==> src/rtl/seq_alu_pkg.sv <==
// Shared opcode map, FSM state encoding and arithmetic helper for the sequential ALU.
package seq_alu_pkg;

    localparam logic [3:0] OP_ADD = 4'd0;
    localparam logic [3:0] OP_SUB = 4'd1;
    localparam logic [3:0] OP_MUL = 4'd2;
    localparam logic [3:0] OP_DIV = 4'd3;
    localparam logic [3:0] OP_MOD = 4'd4;
    localparam logic [3:0] OP_POW = 4'd5;
    localparam logic [3:0] OP_SHL = 4'd6;
    localparam logic [3:0] OP_SHR = 4'd7;

    typedef enum logic [1:0] {
        IDLE = 2'd0,
        BUSY = 2'd1,
        DONE = 2'd2
    } state_t;

    // Callers size-cast the result down to their own width; operands up to 64 bits.
    function automatic logic [63:0] mul_trunc(input logic [63:0] a, input logic [63:0] b);
        return a * b;
    endfunction

endpackage

==> src/rtl/seq_alu_iter.sv <==
// Iterative datapath for divide, modulo and power: one bit per cycle over WIDTH cycles.
module seq_alu_iter
    import seq_alu_pkg::*;
#(
    parameter int WIDTH = 8
) (
    input  logic             clk,
    input  logic             rst_n,
    input  logic             start_i,
    input  logic [3:0]       op_i,
    input  logic [WIDTH-1:0] a_i,
    input  logic [WIDTH-1:0] b_i,
    output logic             done_o,
    output logic [WIDTH-1:0] res_o
);
    localparam int CNT_W = $clog2(WIDTH) + 1;

    logic             run_q;
    logic [CNT_W-1:0] cnt_q;
    logic [3:0]       op_q;
    // acc: remainder (div/mod) or running product (pow); sh: dividend/quotient or exponent
    logic [WIDTH-1:0] acc_q, acc_d;
    logic [WIDTH-1:0] sh_q, sh_d;
    logic [WIDTH-1:0] opnd_q, opnd_d;
    logic [WIDTH:0]   trial;
    logic [WIDTH-1:0] prod_acc, prod_sq;

    assign prod_acc = WIDTH'(mul_trunc(64'(acc_q), 64'(opnd_q)));
    assign prod_sq  = WIDTH'(mul_trunc(64'(opnd_q), 64'(opnd_q)));

    always_comb begin
        acc_d  = acc_q;
        sh_d   = sh_q;
        opnd_d = opnd_q;
        trial  = '0;
        if (op_q == OP_POW) begin
            if (sh_q[0]) begin
                acc_d = prod_acc;
            end
            opnd_d = prod_sq;
            sh_d   = sh_q >> 1;
        end else begin
            trial = {acc_q, sh_q[WIDTH-1]};
            if (trial >= {1'b0, opnd_q}) begin
                acc_d = WIDTH'(trial - {1'b0, opnd_q});
                sh_d  = {sh_q[WIDTH-2:0], 1'b1};
            end else begin
                acc_d = trial[WIDTH-1:0];
                sh_d  = {sh_q[WIDTH-2:0], 1'b0};
            end
        end
    end

    // Result reflects the final iteration so the top can latch it on the done edge.
    assign done_o = run_q && (cnt_q == '0);
    assign res_o  = (op_q == OP_DIV) ? sh_d : acc_d;

    always_ff @(posedge clk) begin
        if (!rst_n) begin
            run_q <= 1'b0;
            cnt_q <= '0;
        end else if (start_i) begin
            run_q <= 1'b1;
            cnt_q <= CNT_W'(WIDTH - 1);
        end else if (run_q) begin
            if (cnt_q == '0) begin
                run_q <= 1'b0;
            end else begin
                cnt_q <= cnt_q - 1'b1;
            end
        end
    end

    always_ff @(posedge clk) begin
        if (start_i) begin
            op_q <= op_i;
            if (op_i == OP_POW) begin
                acc_q  <= WIDTH'(1);
                sh_q   <= b_i;
                opnd_q <= a_i;
            end else begin
                acc_q  <= '0;
                sh_q   <= a_i;
                opnd_q <= b_i;
            end
        end else if (run_q) begin
            acc_q  <= acc_d;
            sh_q   <= sh_d;
            opnd_q <= opnd_d;
        end
    end

endmodule

==> src/rtl/seq_alu.sv <==
// Multi-cycle ALU with valid/ready handshake: single-cycle ops resolve at accept,
// div/mod/pow run in seq_alu_iter.
module seq_alu
    import seq_alu_pkg::*;
#(
    parameter int WIDTH = 8
) (
    input  logic             clk,
    input  logic             rst_n,
    input  logic             in_valid,
    output logic             in_ready,
    input  logic [WIDTH-1:0] in1,
    input  logic [WIDTH-1:0] in2,
    input  logic [3:0]       oper,
    output logic             out_valid,
    input  logic             out_ready,
    output logic [WIDTH-1:0] y,
    output logic             carry,
    output logic             zero,
    output logic             err
);
    localparam logic [WIDTH:0] SHIFT_LIM = (WIDTH + 1)'(WIDTH);

    state_t           state_q;
    logic             in_ready_q, out_valid_q, carry_q, zero_q, err_q;
    logic [WIDTH-1:0] y_q;
    logic [WIDTH-1:0] alu_y_d;
    logic             alu_c_d, alu_err_d;
    logic [WIDTH:0]   wide;
    logic             accept, iter_start, iter_done;
    logic [WIDTH-1:0] iter_res;

    assign accept     = in_valid && in_ready_q;
    assign iter_start = accept && ((oper == OP_POW) ||
                        (((oper == OP_DIV) || (oper == OP_MOD)) && (in2 != '0)));

    seq_alu_iter #(.WIDTH(WIDTH)) u_iter (
        .clk     (clk),
        .rst_n   (rst_n),
        .start_i (iter_start),
        .op_i    (oper),
        .a_i     (in1),
        .b_i     (in2),
        .done_o  (iter_done),
        .res_o   (iter_res)
    );

    // Div/mod entries here only matter for the divide-by-zero case.
    always_comb begin
        alu_y_d   = '0;
        alu_c_d   = 1'b0;
        alu_err_d = 1'b0;
        wide      = '0;
        case (oper)
            OP_ADD: begin
                wide    = {1'b0, in1} + {1'b0, in2};
                alu_y_d = wide[WIDTH-1:0];
                alu_c_d = wide[WIDTH];
            end
            OP_SUB: begin
                wide    = {1'b0, in1} - {1'b0, in2};
                alu_y_d = wide[WIDTH-1:0];
                alu_c_d = wide[WIDTH];
            end
            OP_MUL: alu_y_d = WIDTH'(mul_trunc(64'(in1), 64'(in2)));
            OP_DIV: begin
                alu_y_d   = '1;
                alu_err_d = 1'b1;
            end
            OP_MOD: begin
                alu_y_d   = in1;
                alu_err_d = 1'b1;
            end
            OP_POW: alu_y_d = '0;
            OP_SHL: alu_y_d = ({1'b0, in2} >= SHIFT_LIM) ? '0 : (in1 << in2);
            OP_SHR: alu_y_d = ({1'b0, in2} >= SHIFT_LIM) ? '0 : (in1 >> in2);
            default: alu_err_d = 1'b1;
        endcase
    end

    always_ff @(posedge clk) begin
        if (!rst_n) begin
            state_q     <= IDLE;
            in_ready_q  <= 1'b1;
            out_valid_q <= 1'b0;
            y_q         <= '0;
            carry_q     <= 1'b0;
            zero_q      <= 1'b0;
            err_q       <= 1'b0;
        end else begin
            case (state_q)
                IDLE: if (accept) begin
                    in_ready_q <= 1'b0;
                    if (iter_start) begin
                        state_q <= BUSY;
                    end else begin
                        state_q     <= DONE;
                        out_valid_q <= 1'b1;
                        y_q         <= alu_y_d;
                        carry_q     <= alu_c_d;
                        zero_q      <= (alu_y_d == '0);
                        err_q       <= alu_err_d;
                    end
                end
                BUSY: if (iter_done) begin
                    state_q     <= DONE;
                    out_valid_q <= 1'b1;
                    y_q         <= iter_res;
                    carry_q     <= 1'b0;
                    zero_q      <= (iter_res == '0);
                    err_q       <= 1'b0;
                end
                DONE: if (out_ready) begin
                    state_q     <= IDLE;
                    out_valid_q <= 1'b0;
                    in_ready_q  <= 1'b1;
                end
                default: state_q <= IDLE;
            endcase
        end
    end

    assign in_ready  = in_ready_q;
    assign out_valid = out_valid_q;
    assign y         = y_q;
    assign carry     = carry_q;
    assign zero      = zero_q;
    assign err       = err_q;

endmodule

==> config.mk <==
export PLATFORM = sky130hd
export DESIGN_NAME = seq_alu
export DESIGN_NICKNAME = d
export VERILOG_FILES = /design/src/rtl/seq_alu_pkg.sv /design/src/rtl/seq_alu_iter.sv /design/src/rtl/seq_alu.sv
export SDC_FILE = /design/constraint.sdc
export NUM_CORES = 1
export LEC_CHECK = 0
export CORE_MARGIN = 2
export CORE_UTILIZATION = 40
export DETAILED_ROUTE_END_ITERATION = 8
export PLACE_DENSITY_LB_ADDON = 0.12
export SETUP_SLACK_MARGIN = 0.05
export SLEW_MARGIN = 20
export SYNTH_ARGS = -nofsm -noshare
export SYNTH_HDL_FRONTEND = slang
export SYNTH_SLANG_ARGS = --single-unit
==> constraint.sdc <==
create_clock -name clk -period 11.02 [get_ports clk]
set_clock_uncertainty 0.05 [all_clocks]
set_input_delay 1.653 -clock clk [delete_from_list [all_inputs] [get_ports clk]]
set_output_delay 1.653 -clock clk [all_outputs]
set_load 0.1 [all_outputs]
==> results of run 1 <==
-- stage by stage --
stage | setup WS, ns | cell area, µm² | util | hold WS, ns
after floorplan | 5.156 | 6949 | - | 0.4741
after global placement | 4.233 | 7415 | 0.4332 | 0.4152
after detailed placement | 4.205 | 7415 | 0.4332 | 0.4128
after CTS | 4.501 | 7567 | 0.4421 | 0.4320
after global routing | 4.286 | 7567 | 0.4421 | 0.4608
final | 4.511 | 7567 | 0.4421 | 0.4372
-- kinds of logic after synthesis --
logic type	after synthesis
compound gates	190
flops	48
buf+inv	140
mux	24
xor+xnor	47
simple gates	285
fa+ha+maj	111
-- layout make-up --
class / count / share of cell area
multi-input cells: 657 / 0.6784
clock inverters: 2 / 0.001819
repair buffers: 42 / 0.05357
clock buffers: 6 / 0.01835
well taps: 225 / 0.03720
inverters: 94 / 0.04663
flip-flops and latches: 48 / 0.1640
-- power breakdown --
part	switching, W	total [W]	internal (W)	leakage, nW
clock	0.0000695	0.000160	0.0000909	0.0772
combinational	0.000444	0.000700	0.000256	2.89
sequential	0.0000270	0.000254	0.000227	0.420
total	0.000540	0.00111	0.000574	3.39
-- state kept, by name (all words and copies together), names as in the netlist --
register       flops
u_iter.acc_q       8
u_iter.sh_q        8
u_iter.op_q        4
y                  8
u_iter.cnt_q       4
u_iter.run_q       1
state_q            2
carry              1
err                1
zero               1
u_iter.opnd_q      8
in_ready           1
out_valid          1
-- layer usage --
layer / vias to the layer above / GRT usage / share of wire
met4: 0 / 0.06076 / 0.022
li1: 2940 / - / -
met3: 26 / 0.01908 / 0.042
met2: 171 / 0.3917 / 0.48
met5: - / 0 / 0
met1: 2946 / 0.3177 / 0.46
-- worst max-delay path, delay by kind of cell --
kind | cells | cell delay (ns)
AOI/OAI and AO/OA | 5 | 1.18
adders and majority gates | 6 | 2.26
xor gates and xnor gates | 2 | 0.27
buffers and inverters | 5 | 1.25
-- cells in the final DEF, fill, tap and decap left out, types with 17 or more instances in the layout --
cell type / Yosys / routed
nand2_1: 110 / 110
inv_1: 92 / 92
ha_1: 75 / 75
nor2_1: 73 / 73
a21oi_1: 42 / 42
fa_1: 36 / 36
clkdlybuf4s50_1: 0 / 36
xnor2_1: 34 / 34
edfxtp_1: 28 / 28
and2_1: 21 / 21
dfxtp_1: 20 / 20
a31oi_1: 19 / 19
o21ai_0: 17 / 17
-- final timing paths --
| check | endpoint | startpoint | slack [ns] |
|---|---|---|---|
| worst min register to register | y[6] | y[6] | 0.44 |
| worst min-delay path | y[6] | y[6] | 0.44 |
| worst max register to register | y[7] | u_iter.acc_q[0] | 6.01 |
| worst max-delay path | y[7] | in2[2] | 4.51 |
==> out/metrics.csv, run 1 <==
stage;metric;value;unit
outcome;outcome;completed;
synth;synth-simple-area-share;0.1979;
finish;multi_input_area;0.005134;mm²
worst_setup_path;worstSetupPathType;in -> reg;
synth;synthCells;845;
cts;cts_resized;0;
synth;synth-compound-area-share;0.1950;
finish;layout-drive-gt1-share;0.03887;
timing;setup_viol;0;
route;dr.pass1.iters;5;
route;route.vias.total;6083;
worst_setup_path;crit_chain;clkdlybuf4s50_1, ha_1, inv_1, fa_1, inv_1, fa_1, ha_1, inv_1, fa_1, inv_1, ha_1, a21o_1, a21oi_1, xnor2_1, xnor2_1, a221o_1, o31a_1, o221a_1;
route;wl_per_cell;19.28;µm
placement;hpwlAfterDp;15720;µm
power;power;0.001115;W
cts;clk_latency;0.29;ns
synth;yosysWarnings;0;
timing;finalHoldViolations;0;
timing;rsz0062_at_grt;no;
die;start_util;0.4060;
synth;syn-num-nets;980;
synth;synth_largest_area_cell;ha_1;
worst_setup_path;crit_top_cell;inv_1;
timing;post-route-period-util;0.5906;
synth;synthTopCellsByCount;nand2_1 (110), inv_1 (92), ha_1 (75);
cts;holdBufCountCts;0;
die;ios;37;
route;drc;0;
die;die_w;135.8;µm
finish;nets;983;
finish;syn_to_final_growth;8.895;%
synth;synth_top_family_by_area;adder cells;
cts;cts_root_buffer;clkbuf_16;
worst_setup_path;worst_path_largest_cell_delay;0.96;ns
global_routing;antenna_found_initial;0;
cts;ctsLongestPathBuffers;2;
synth;syn_area;0.006949;mm²
route;postRouteAntennaNets;0;
global_routing;gr-total-overflow;0;
timing;slew_headroom;0.3164;
synth;synth_xor_area_frac;0.06320;
die;die_y;135.8;µm
synth;synth_mux_area_frac;0.04267;
timing;setup_tns;0;ns
synth;ys_top_cells_by_area;ha_1 (14%), edfxtp_1 (12%), fa_1 (10%);
global_routing;grt_pass1_wl;33420;µm
worst_setup_path;start_kind;input port;
synth;synth_enable_flop_cells;28;
route;wirelength;20710;µm
timing;slew_viol_final;0;
cts;cts_tree;yes;
die;design.die.area;0.01844;mm²
power;ir_drop;0.1607;mV
timing;worst_pin_slew;1.020;ns
worst_setup_path;crit_arrival;6.64;ns
synth;yosys.area_share.adder;0.2387;
synth;synth_top_area_frac;0.1350;
global_routing;first_global_vias;6190;
cts;path_clk_slew;0.07;ns
die;num_rows;48;
placement;dp_cells;1066;
timing;min_period;6.509;ns
hold_path;whs_path_depth;2;
synth;async_flop_share;0;
worst_setup_path;crit_required;11.15;ns
global_routing;grt.total_usage;0.2311;
global_routing;grt_start_max_net_pins;34;
worst_setup_path;reg2regPathDepth;19;
synth;synth.most_common_cell;nand2_1;
placement;portBuffers;36;
hold_path;hold_class;reg -> reg;
cts;postCtsSetupBuffers;0;
synth;ys_types;81;
route;drt_iter0_markers;396;
run;drv_cap;0;
worst_setup_path;cp_slowest_cell;clkdlybuf4s50_1;
power;leakage;3.389;nW
worst_setup_path;cp_max_fo;20;
finish;final_cells;1074;
synth;ys_seq_area_frac;0.1786;
synth;syn_avg_cell_area;8.224;µm²
synth;synth-seq-cells;48;
cts;cts_sinks;48;
timing;fmax;153.6;MHz
finish;nFillCells;1740;
synth;synth_flop_cell;edfxtp_1;
cts;htree_levels;2;
finish;diodes;0;
die;core-area;0.01712;mm²
finish;seq_area;0.001241;mm²
placement;place.gp.congestion;0.8635;
power;p_per_area;147.3;mW/mm²
route;viasPerCell;5.664;
cts;cts_inserted_buffers;5;
worst_setup_path;endpoint_kind;flop;
Power figures use the tool's default switching activity.
==> run 2, diff against run 1 <==
clock period = 6.6 ns   (was 11.02 ns; I/O delays follow)
==> out/metrics.csv, run 2 (synthesized netlist as in run 1, its figures left out) <==
stage;metric;value;unit;change
route;wl_per_cell;19.03;µm;-1.3%
die;die_w;135.8;µm;unchanged
worst_setup_path;rrSetupSlack;1.62;ns;-4.39 ns
cts;clk_latency;0.29;ns;about the same
finish;layout-drive-gt1-share;0.05226;;+0.01340
timing;setup_tns;0;ns;unchanged
route;drt_iter0_markers;325;;-18%
cts;cts_sinks;48;;unchanged
finish;seq_area;0.001241;mm²;unchanged
timing;worst_pin_slew;1.111;ns;+0.09135 ns
cts;cts_inserted_buffers;5;;unchanged
die;core-area;0.01712;mm²;unchanged
timing;setup_viol;0;;unchanged
timing;min_period;5.370;ns;
global_routing;gr-usage-met1;0.2974;;-0.02030
cts;cts_tree;yes;;
die;design.die.area;0.01844;mm²;unchanged
cts;path_clk_slew;0.07;ns;about the same
cts;cts_root_buffer;clkbuf_16;;
placement;hpwlAfterDp;16000;µm;+1.7%
cts;holdBufCountCts;0;;unchanged
timing;slew_viol_final;0;;unchanged
route;drc;0;;unchanged
route;wirelength;20670;µm;-0.22%
finish;syn_to_final_growth;10.35;%;
finish;final_cells;1086;;+1.1%
cts;ctsLongestPathBuffers;2;;unchanged
global_routing;gr-total-overflow;0;;unchanged
finish;final_cell_area;0.007669;mm²;+1.3%
cts;postCtsSetupBuffers;0;;unchanged
cts;cts_resized;0;;unchanged
placement;place_ws;0.8474;ns;-3.358 ns
timing;setup_slack;1.230;ns;-3.281 ns
finish;nets;995;;+1.2%
outcome;outcome;completed;;
run;drv_cap;0;;unchanged
finish;nFillCells;1766;;+1.5%
global_routing;grt_start_max_net_pins;34;;unchanged
worst_setup_path;worstSetupPathType;in -> reg;;
finish;diodes;0;;unchanged
worst_setup_path;crit_arrival;5.50;ns;-1.14 ns
die;start_util;0.4060;;unchanged
worst_setup_path;endpoint_kind;flop;;
hold_path;hold_class;reg -> reg;;
timing;rsz0062_at_grt;no;;
power;leakage;3.452;nW;+1.9%
timing;fmax;186.2;MHz;
global_routing;grt-busiest-layer;met2;;
power;ir_drop;0.3064;mV;+91%
global_routing;met2_usage;0.3990;;+0.007295
global_routing;grt.total_usage;0.2281;;-0.003050
worst_setup_path;cp_max_fo;7;;-65%
die;ios;37;;unchanged
timing;post-route-period-util;0.8136;;
route;route.vias.total;6136;;+0.87%
placement;place.gp.congestion;0.9509;;+10%
finish;multi_input_area;0.005125;mm²;-0.17%
finish;final_cell_mix;nand2_1 (110), inv_1 (92), ha_1 (75), nor2_1 (73), a21oi_1 (42);;
timing;slew_headroom;0.2578;;-0.05862
route;viasPerCell;5.650;;-0.24%
route;dr.pass1.iters;5;;unchanged
global_routing;first_global_vias;6215;;+0.40%
global_routing;grtUsageMet3;0.02132;;+0.002245
cts;htree_levels;2;;unchanged
power;p_per_area;245.7;mW/mm²;+67%
placement;dp_cells;1078;;+1.1%
die;die_y;135.8;µm;unchanged
global_routing;antenna_found_initial;0;;unchanged
die;num_rows;48;;unchanged
worst_setup_path;start_kind;input port;;
worst_setup_path;crit_required;6.73;ns;-4.42 ns
placement;placed_cell_area;0.007496;mm²;+1.1%
global_routing;grt_pass1_wl;32860;µm;-1.7%
timing;finalHoldViolations;0;;unchanged
finish;final_common_cell;nand2_1;;
route;postRouteAntennaNets;0;;unchanged
placement;portBuffers;36;;unchanged
==> run 2: metal layers <==
layer  wire length, µm  share of wire
met2             10070           0.49
met5                 0              0
met4               597          0.029
met3               834          0.040
met1              9166           0.44
==> run 2: final cells by class <==
cell class              count  area share
clock inverters             1    0.001142
repair buffers             54     0.06461
well taps                 225     0.03671
flip-flops and latches     48      0.1619
clock buffers               7     0.02137
inverters                  94     0.04601
multi-input cells         657      0.6683
==> run 2: report_power, final <==
group | switching (W) | internal (W) | total (W) | leakage [nW]
Sequential | 0.0000465 | 0.000379 | 0.000425 | 0.420
Clock | 0.000110 | 0.000174 | 0.000285 | 0.0852
Combinational | 0.000741 | 0.000433 | 0.00117 | 2.95
Total | 0.000898 | 0.000987 | 0.00188 | 3.45
==> run 2: critical path: stages <==
cell and delay [ns]:
clkdlybuf4s50_1 0.61, nand2_1 0.12, fa_1 0.47, fa_1 0.55, inv_1 0.05, fa_1 0.47
inv_1 0.05, fa_1 0.52, inv_1 0.04, ha_1 0.32, a21oi_1 0.18, xnor2_1 0.15
xnor2_1 0.14, a221o_1 0.39, o31a_1 0.24, o221a_1 0.22
==> run 2: path summary, 6_finish.rpt <==
kind	start	to	cells past startpoint
setup / recovery	in2[4]	y[7]	16
hold / removal	y[6]	y[6]	2
setup reg to reg	u_iter.acc_q[0]	y[7]	19
hold reg to reg	y[6]	y[6]	2
==> run 2: metrics by stage <==
step | utilization | total power [W] | hold WS [ns]
2_1_floorplan | - | 0.001311 | 0.4741
4_1_cts | 0.4480 | 0.001899 | 0.4364
3_3_place_gp | 0.4379 | 0.001590 | 0.4193
3_5_place_dp | 0.4379 | 0.001605 | 0.4211
6_report | 0.4480 | 0.001884 | 0.4306
5_1_grt | 0.4480 | 0.002017 | 0.4614
==> run 3, diff against run 2 <==
clock period = 5 ns   (was 6.6 ns; I/O delays follow)
==> out/metrics.csv, run 3 (synthesized netlist as in run 1, its figures left out) <==
stage;metric;value;unit;change
outcome;outcome;completed;;
finish;diodes;0;;unchanged
finish;final_common_cell;nand2_1;;
route;wl_per_cell;18.42;µm;-3.2%
worst_setup_path;crit_buf_inv;4;;unchanged
cts;cts_sinks;48;;unchanged
route;postRouteAntennaNets;0;;unchanged
timing;setup_slack;0.1850;ns;-1.045 ns
power;power;0.002560;W;+36%
finish;layout-drive-gt1-share;0.09878;;+0.04651
power;p_per_area;320.8;mW/mm²;+31%
worst_setup_path;r2r_end;zero;;
die;num_rows;48;;unchanged
worst_setup_path;cp_max_fo;2;;-5
power;leakage;3.674;nW;+6.4%
worst_setup_path;endpoint_kind;flop;;
cts;path_clk_slew;0.06;ns;about the same
global_routing;grt_pass1_wl;33930;µm;+3.2%
route;wirelength;20740;µm;+0.35%
worst_setup_path;crit_chain;clkdlybuf4s50_1, nand2_1, fa_1, inv_1, ha_1, fa_1, inv_1, fa_1, inv_1, ha_1, a21oi_2, xnor2_1, xnor2_1, a221o_1, o41a_1, o22ai_1;;
worst_setup_path;cp_slowest_cell;fa_1;;
route;drt_iter0_markers;478;;+47%
timing;slew_headroom;0.2883;;+0.03058
die;design.die.area;0.01844;mm²;unchanged
worst_setup_path;cp-endpoint;zero;;
placement;portBuffers;36;;unchanged
worst_setup_path;worst_path_largest_cell_delay;0.54;ns;-0.07 ns
worst_setup_path;reg2regPathDepth;20;;+1
route;route.vias.total;6308;;+2.8%
timing;finalHoldViolations;0;;unchanged
route;dr.pass1.iters;7;;+2
finish;final_cell_mix;nand2_1 (110), inv_1 (92), ha_1 (74), nor2_1 (73), buf_4 (58);;
die;core-area;0.01712;mm²;unchanged
worst_setup_path;rrSetupSlack;0.41;ns;-1.21 ns
timing;post-route-period-util;0.9630;;
power;ir_drop;0.3434;mV;+12%
route;drc;0;;unchanged
cts;cts_root_buffer;clkbuf_16;;
placement;place_ws;-0.3692;ns;-1.217 ns
hold_path;whs_path_depth;2;;unchanged
timing;setup_tns;0;ns;unchanged
die;ios;37;;unchanged
cts;holdBufCountCts;0;;unchanged
run;drv_cap;0;;unchanged
timing;hold_ws;0.4295;ns;-0.001049 ns
hold_path;hold_class;reg -> reg;;
timing;fmax;207.7;MHz;
cts;htree_levels;2;;unchanged
worst_setup_path;crit_family;adder cells;;
timing;rsz0062_at_grt;no;;
placement;place.gp.congestion;0.9583;;+0.78%
global_routing;grt_start_max_net_pins;30;;-12%
timing;setup_viol;0;;unchanged
finish;syn_to_final_growth;14.80;%;
route;viasPerCell;5.602;;-0.85%
worst_setup_path;path_depth;16;;unchanged
global_routing;antenna_found_initial;0;;unchanged
die;die_w;135.8;µm;unchanged
cts;cts_tree;yes;;
cts;ctsLongestPathBuffers;2;;unchanged
global_routing;gr-total-overflow;0;;unchanged
global_routing;first_global_vias;6471;;+4.1%
worst_setup_path;worstSetupPathType;in -> reg;;
worst_setup_path;crit-reg2reg-launch;u_iter.opnd_q[3];;
cts;cts_inserted_buffers;5;;unchanged
worst_setup_path;crit_arrival;4.98;ns;-0.52 ns
worst_setup_path;crit_start;in1[4];;
die;die_y;135.8;µm;unchanged
timing;slew_viol_final;0;;unchanged
finish;final_util;0.4661;;+0.01806
worst_setup_path;crit_required;5.16;ns;-1.57 ns
worst_setup_path;start_kind;input port;;
timing;min_period;4.815;ns;
placement;hpwlAfterDp;16390;µm;+2.5%
cts;clk_latency;0.29;ns;about the same
finish;nets;1035;;+4.0%
die;start_util;0.4060;;unchanged
timing;worst_pin_slew;1.061;ns;-0.04953 ns
global_routing;grt.total_usage;0.2330;;+0.004902
==> run 3: power breakdown <==
group / total, W / internal [W] / switching [W]
combinational: 0.00162 / 0.000618 / 0.00100
clock: 0.000387 / 0.000243 / 0.000144
sequential: 0.000553 / 0.000500 / 0.0000532
total: 0.00256 / 0.00136 / 0.00120
==> run 3: layout make-up <==
class / instances / area, µm²
repair buffers: 94 / 790.8
inverters: 94 / 352.8
fillers: 1721 / 9139
clock buffers: 8 / 177.7
well taps: 225 / 281.5
multi-input cells: 657 / 5134
flip-flops and latches: 48 / 1241
==> run 3: what timing repair did <==
item,4_1_cts,5_1_grt
pin swaps,5,2
gates resized for setup,9,5
setup endpoints to repair,2,2
setup buffers,0,3
==> run 3: worst min-delay path by stage <==
stage	start	end	slack, ns
2_1_floorplan	u_iter.cnt_q[1]	u_iter.cnt_q[1]	0.47
4_1_cts	carry	carry	0.43
5_1_grt	carry	carry	0.45
3_5_place_dp	carry	carry	0.42
3_3_place_gp	y[6]	y[6]	0.42
6_report	carry	carry	0.43
==> run 3: worst reg2reg max path: stages (launching register included) <==
cell,delay [ns]
edfxtp_1,0.49
buf_4,0.19
and2_1,0.14
fa_1,0.38
inv_1,0.09
fa_1,0.38
inv_1,0.07
ha_1,0.12
inv_1,0.05
fa_1,0.53
inv_1,0.04
ha_1,0.33
a21o_1,0.19
a21oi_1,0.17
xnor3_1,0.24
xnor3_1,0.24
a211oi_2,0.10
buf_4,0.20
nor3b_1,0.19
nand4b_1,0.12
o22ai_1,0.17
==> run 3: through the flow <==
stage | cells | cell area (µm²)
floorplan | 845 | 6950
global placement | 1115 | 7774
detailed placement | 1115 | 7774
CTS | 1123 | 7953
global route | 1126 | 7978
finish | 1126 | 7978
==> run 3: per-layer routing <==
layer,vias up,part of all wire,GRT usage
met4,0,0.039,0.08970
met5,-,0,0
met2,193,0.48,0.4032
met3,56,0.041,0.02619
li1,3049,-,-
met1,3010,0.44,0.2975
